### config.mk
export PLATFORM = sky130hd
export DESIGN_NAME = abs_adder_rr_arbiter
export DESIGN_NICKNAME = d
export VERILOG_FILES = /design/src/rtl/abs_adder_rr_arbiter.sv
export SDC_FILE = /design/constraint.sdc
export NUM_CORES = 1
export LEC_CHECK = 0
export BUFFER_PORTS_ARGS = -buffer_cell sky130_fd_sc_hd__buf_2
export CELL_PAD_IN_SITES_DETAIL_PLACEMENT = 0
export CELL_PAD_IN_SITES_GLOBAL_PLACEMENT = 1
export CORE_MARGIN = 4
export CORE_UTILIZATION = 38
export DETAILED_ROUTE_END_ITERATION = 8
export GPL_ROUTABILITY_DRIVEN = 0
export PLACE_DENSITY_LB_ADDON = 0.1
export SETUP_SLACK_MARGIN = 0.5
export SYNTH_ARGS = -nofsm -noshare
export SYNTH_HDL_FRONTEND = slang
export SYNTH_SLANG_ARGS = --single-unit
### constraint.sdc
create_clock -name clk -period 2.7 [get_ports clk]
set_input_delay 0.27 -clock clk [delete_from_list [all_inputs] [get_ports clk]]
set_output_delay 0.27 -clock clk [all_outputs]
set_load 0.1 [all_outputs]
### src/rtl/abs_adder_rr_arbiter.sv
// Round-robin arbiter sharing one |a| + b adder among N_REQ requesters; IDLE -> CALC -> RESP sequencer.
// Define SAT_ADD_EN to saturate the sum to all-ones whenever the add carries out.
module abs_adder_rr_arbiter #(
    parameter int N_REQ = 4,
    parameter int WIDTH = 4,
    parameter int ID_W  = 2
) (
    input  logic                     clk,
    input  logic                     rst_n,
    input  logic [N_REQ-1:0]         req_valid,
    output logic [N_REQ-1:0]         req_ready,
    input  logic [N_REQ*WIDTH-1:0]   req_a,
    input  logic [N_REQ*WIDTH-1:0]   req_b,
    output logic                     res_valid,
    input  logic                     res_ready,
    output logic [WIDTH-1:0]         res_sum,
    output logic                     res_c_out,
    output logic [ID_W-1:0]          res_id
);

    typedef enum logic [1:0] {IDLE, CALC, RESP} state_t;

    state_t             r_state, w_next;
    logic [ID_W-1:0]    r_ptr, r_id, r_res_id;
    logic [WIDTH-1:0]   r_a, r_b, r_sum;
    logic               r_cout, r_valid;

    logic               w_found, w_hs;
    logic [ID_W-1:0]    w_win, w_idx;
    logic [WIDTH-1:0]   w_a_arr [N_REQ];
    logic [WIDTH-1:0]   w_b_arr [N_REQ];
    logic [WIDTH-1:0]   w_abs, w_sum;
    logic [WIDTH:0]     w_add;

    for (genvar g = 0; g < N_REQ; g++) begin : g_unpack
        assign w_a_arr[g] = req_a[g*WIDTH +: WIDTH];
        assign w_b_arr[g] = req_b[g*WIDTH +: WIDTH];
    end

    // Scan from the highest offset down so the slot nearest r_ptr wins.
    always_comb begin
        w_found = 1'b0;
        w_win   = '0;
        w_idx   = '0;
        for (int k = N_REQ - 1; k >= 0; k--) begin
            w_idx = ID_W'((int'(r_ptr) + k) % N_REQ);
            if (req_valid[w_idx]) begin
                w_found = 1'b1;
                w_win   = w_idx;
            end
        end
    end

    assign w_hs      = (r_state == IDLE) && w_found;
    assign req_ready = (rst_n && w_hs) ? (N_REQ'(1) << w_win) : '0;

    // Negating the most negative value wraps to itself, which is the right unsigned magnitude.
    assign w_abs = r_a[WIDTH-1] ? (~r_a + WIDTH'(1)) : r_a;
    assign w_add = {1'b0, w_abs} + {1'b0, r_b};

`ifdef SAT_ADD_EN
    assign w_sum = w_add[WIDTH] ? {WIDTH{1'b1}} : w_add[WIDTH-1:0];
`else
    assign w_sum = w_add[WIDTH-1:0];
`endif

    always_ff @(posedge clk or negedge rst_n) begin
        if (!rst_n) r_state <= IDLE;
        else        r_state <= w_next;
    end

    always_comb begin
        w_next = r_state;
        case (r_state)
            IDLE:    if (w_found)   w_next = CALC;
            CALC:                   w_next = RESP;
            RESP:    if (res_ready) w_next = IDLE;
            default:                w_next = IDLE;
        endcase
    end

    always_ff @(posedge clk or negedge rst_n) begin
        if (!rst_n) begin
            r_ptr    <= '0;
            r_id     <= '0;
            r_a      <= '0;
            r_b      <= '0;
            r_sum    <= '0;
            r_cout   <= 1'b0;
            r_res_id <= '0;
            r_valid  <= 1'b0;
        end else begin
            if (w_hs) begin
                r_a   <= w_a_arr[w_win];
                r_b   <= w_b_arr[w_win];
                r_id  <= w_win;
                r_ptr <= (w_win == ID_W'(N_REQ - 1)) ? '0 : w_win + ID_W'(1);
            end
            if (r_state == CALC) begin
                r_sum    <= w_sum;
                r_cout   <= w_add[WIDTH];
                r_res_id <= r_id;
                r_valid  <= 1'b1;
            end
            if (r_state == RESP && res_ready) r_valid <= 1'b0;
        end
    end

    assign res_valid = r_valid;
    assign res_sum   = r_sum;
    assign res_c_out = r_cout;
    assign res_id    = r_res_id;

endmodule

Word-level counts from Yosys, hierarchy flattened
Cells that the tools add are included.
{ "op_classes": {"shift": 1, "mux": 30, "reduce_logical": 6, "n_bitwise": 2, "n_lt_le_gt_ge": 5, "addsub": 6, "n_eq_ne": 5} }
{ "ops": {"columns": ["operator", "count"], "rows": [
  ["4-bit 2-to-1 mux", 6],
  ["4-bit binary-select mux with 2-bit select", 2],
  ["2-bit 2-to-1 mux", 7],
  ["2-bit by 3-bit less-than comparator with 1-bit output, second input constant", 4],
  ["1-bit 2-to-1 mux", 10],
  ["1-bit binary-select mux with 2-bit select", 4],
  ["2-bit case mux with 3 select lines", 1],
  ["4-bit by 4-bit adder with 5-bit output", 1],
  ["2-bit by 1-bit adder with 2-bit output, second input constant", 2],
  ["2-bit adder, second input constant", 2],
  ["4-bit by 1-bit adder with 4-bit output, second input constant", 1],
  ["2-bit equality test, second input constant", 2],
  ["2-bit inequality test, second input constant", 2],
  ["4-bit NOT", 1],
  ["1-bit by 2-bit << shifter with 4-bit output, first input constant", 1],
  ["3-bit >= comparator, second input constant", 1],
  ["1-bit logical AND", 3],
  ["2-bit NOT with 3-bit output", 1],
  ["2-bit by 1-bit equality test with 1-bit output, second input constant", 1],
  ["2-bit zero test", 1],
  ["2-bit AND reduction", 1],
  ["2-bit nonzero test", 1]
]} }
{ "totals": {"output_inout_bits": 12, "elab_cells": 64, "inputBits": 39, "reg_bits": 22} }

Logic depth before layout (Yosys ltp)
{ "depth": {"word_depth": 11, "ltp_mapped": 10, "ltp_nobuf": 10} }

Worst setup path before layout
OpenSTA, ideal clock, no wires.
{ "synth_path": {"path_kind": "register to output", "from": "register r_ptr[0]", "to": "output port req_ready[0]", "required_time_ps": 2430, "slack_ps": 150, "t_arrival_ps": 2280, "path_buffers": 1, "path_stages_with_launch": 7, "path_cell_list": "dfrtp_1 nand2b_1 a21oi_1 a211o_1 buf_6 inv_1 nor2_1"} }
{ "synth_between": {"elab_chain_len": 10, "word_cells_on_any_way": 23, "cone_classes": "3 x add/sub; 1 x shift; 17 x mux; 2 x reduce/logical"} }
{ "synth_lines": {"columns": ["item", "line", "rtl"], "rows": [
  ["start, declared", "24", "logic [ID_W-1:0] r_ptr, r_id, r_res_id;"],
  ["start signal, assigned", "97", "r_ptr <= (w_win == ID_W'(N_REQ - 1)) ? '0 : w_win + ID_W'(1);"],
  ["2-bit adder", "46", "w_idx = ID_W'((int'(r_ptr) + k) % N_REQ);"],
  ["1-bit binary-select mux with 2-bit select", "47", "if (req_valid[w_idx]) begin"],
  ["1-bit 2-to-1 mux (not written as such)", "47", null],
  ["1-bit 2-to-1 mux (4 in a row)", "47", null],
  ["1-bit logical AND", "54", "assign w_hs = (r_state == IDLE) && w_found;"],
  ["1-bit logical AND", "55", "assign req_ready = (rst_n && w_hs) ? (N_REQ'(1) << w_win) : '0;"],
  ["4-bit 2-to-1 mux (*)", "55", null],
  ["end, declared", "11", "output logic [N_REQ-1:0] req_ready,"]
]} }
Every way passes the cells marked *; elsewhere a longest branch is shown, timed or not. The select of a mux whose other input is x is not followed.

Worst setup path after layout
{ "layout_path": {"from": "register r_ptr[0]", "to": "output port req_ready[3]"} }
The elaborated chain is that of the path after synthesis.

==> results.yml <==
global_routing:
  grt_pass1_wl_mm: 4.93
  antenna_found_initial: 0
  grt_start_max_net_pins: 23
  grt_pass1_vias: 1124
  grt-ovfl-total: 0
  grtUsageTotal_pct: 14.5
pwr:
  p_clk_share_pct: 8.0
  leakagePower_nw: 0.961
  power_w: 0.00238
  power_density_nw_per_um2: 1310
  swShare_pct: 52.8
  pwr-share-comb_pct: 66.4
  p_seq_share_pct: 25.6
  p_int_w: 0.00112
  switchingPower_w: 0.00125
  ir_worst_vdd_uv: 486
clock_network:
  clock_tree.buffer_depth: 2
  clkTransAtPathRegs_ns: 0.13
  clock_latency_ns: 0.32
  cts_tree: "yes"
  htree_levels: 1
  cts.sinks: 22
  cts_root_buf: "clkbuf_4"
  cts_made_buffers: 3
synthesis:
  synthArstFlopShare_pct: 100
  ys_warn_count: 0
  synthCells: 137
  ys_types: 26
  yosysSeqAreaShare_pct: 41.2
  yosys.area.top_type_share_pct: 41.2
  syn_area_per_cell_um2: 9.76
  ys.flop_type: "dfrtp_1"
  synth_edf_count: 0
  yosys_register_bits: 22
  synthesis.area_um2: 1340
  synthTopCellsByCount: "dfrtp_1, nand2_1, mux2i_1"
  ys_top_cells_by_area: "dfrtp_1, mux2i_1, ha_1, nand2_1, o221ai_1"
  syn_nets: 185
  synth_area_leader_cell: "dfrtp_1"
sta:
  setup_viol: 0
  timing.hold.ws_ns: 0.186
  finalCritPeriodShare_pct: 79.2
  grt_setup_unrepaired: "true"
  final_hold_viol_count: 0
  skew_ns: 0.00801
  finalMaxSlewViolations: 0
  timing.fmax_mhz: 468
  fin_tns_setup_ns: 0
  fin_crit_ns: 2.14
  slew_headroom_pct: 67.9
  tightestPinTransition_ns: 0.484
setup_path:
  path_delay_family: "flip-flops"
  slowest_stage: "dfrtp_1"
  crit_type: "register to output port"
  worstPathRequired_ns: 2.43
  max_stage_delay_ns: 0.42
  cp.arrival_ns: 1.87
  critPathLaunchType: "register"
  cp-end-kind: "output port"
  path_max_fanout: 5
  timing.critical_path.buf_inv: 2
  path_cells: "nand2b_1 -> a21oi_1 -> a211o_2 -> inv_2 -> ha_1 -> and3_2 -> buf_12"
routing:
  ant_nets: 0
  wire_per_inst_um: 12.6
  vias_per_cell: 4.85
  drc: 0
  first_pass_iters: 4
  postRouteWirelength_mm: 3.06
  num_vias: 1179
  first_iter_violations: 25
placed_design:
  hpwl_mm: 2.36
  port_buffers: 50
cells_and_area:
  layout-drive-gt1-share_pct: 39.6
  num-nets-final: 246
  area_growth_pct: 35.2
  diodes: 0
job:
  max_cap_violations: 0
floorplan:
  ios: 51
  die-area_um2: 4530
  initial_core_util_pct: 39.8
  core_region_area_um2: 3360
  die_x_um: 67.3
  die_h_um: 67.3
  rows: 21
status:
  status: "completed"
hold_path:
  hp-class: "input pin to register"
## cells by family (layout without fill, tap and decap cells)
| kind of cell | Yosys count | in the layout | share of synthesized area (%) |
|---|---|---|---|
| compound gates | 27 | 27 | 14.1 |
| xor+xnor | 3 | 3 | 1.96 |
| fa+ha+maj | 9 | 9 | 8.98 |
| buf+inv | 17 | 77 | 5.99 |
| flops | 22 | 22 | 41.2 |
| mux | 19 | 19 | 14.5 |
| simple gates | 40 | 40 | 13.3 |
## area by class of cell
| class | count | area (um2) |
|---|---|---|
| clock buffers | 4 | 36.3 |
| fillers | 348 | 1560 |
| inverters | 13 | 50.0 |
| multi-input cells | 98 | 726 |
| flip-flops and latches | 22 | 551 |
| repair buffers | 60 | 388 |
| well taps | 46 | 57.6 |
## worst min-delay path: cells and delay by family
kind,cells,cell delay (ns)
and+or+nand+nor,3,0.13
buffers and inverters,1,0.09
## repair_timing
action | CTS | global route
endpoints found under the setup margin | 4 | 4
gates resized for setup | 8 | 6
setup buffers | 0 | 7
hold buffers | 1 | 0
pin swaps | 1 | 4
endpoints found under the hold margin | 22 | 0
## worst paths after layout
kind | slack [ns] | from | depth (start not counted) | to
max | 0.56 | r_ptr[0] | 7 | req_ready[3]
min | 0.19 | res_ready | 4 | r_state[1]
max reg2reg | 0.79 | r_a[0] | 10 | res_c_out
min reg2reg | 0.49 | res_sum[1] | 2 | res_sum[1]
max in group asynchronous | 1.95 | rst_n | 3 | r_b[2]
min in group asynchronous | 0.52 | rst_n | 3 | r_state[1]
## layout by cell type, fill, tap and decap left out, types with 7 or more instances in the layout
cell type	netlist	routed
a21oi_1	7	7
buf_2	0	46
buf_4	0	9
dfrtp_1	22	22
ha_1	8	8
inv_1	12	10
mux2i_1	16	16
nand2_1	22	22
o21ai_0	7	7
o221ai_1	8	8
## stage by stage
step	setup WS (ns)	instance area (um2)	cells	util (%)
6_report	0.563	1810	243	53.8
5_1_grt	0.425	1810	243	53.8
4_1_cts	0.514	1740	236	51.6
3_5_place_dp	0.580	1670	231	49.6
3_3_place_gp	0.611	1670	231	49.6
2_1_floorplan	0.553	1340	137	-
## power by group through the flow
stage / Combinational [W] / Sequential, W / Clock, W
global placement: 0.00145 / 0.000619 / 0
global route: 0.00173 / 0.000636 / 0.000205
detailed placement: 0.00148 / 0.000625 / 0
finish: 0.00158 / 0.000609 / 0.000190
CTS: 0.00150 / 0.000616 / 0.000193
floorplan: 0.000804 / 0.00101 / 0
## metal layers
metal | up-vias | global-route usage [%] | wire length (um)
li1 | 599 | - | -
met1 | 537 | 18.1 | 1370
met2 | 39 | 23.6 | 1430
met3 | 4 | 3.66 | 209
met4 | 0 | 6.33 | 41
met5 | - | 0 | 0
## sequential cells by signal, summed over array words and instances, names as in the netlist
name       flops
res_c_out      1
res_valid      1
r_b            4
r_ptr          2
r_state        2
r_id           2
res_sum        4
res_id         2
r_a            4
Power figures use the tool's default switching activity.
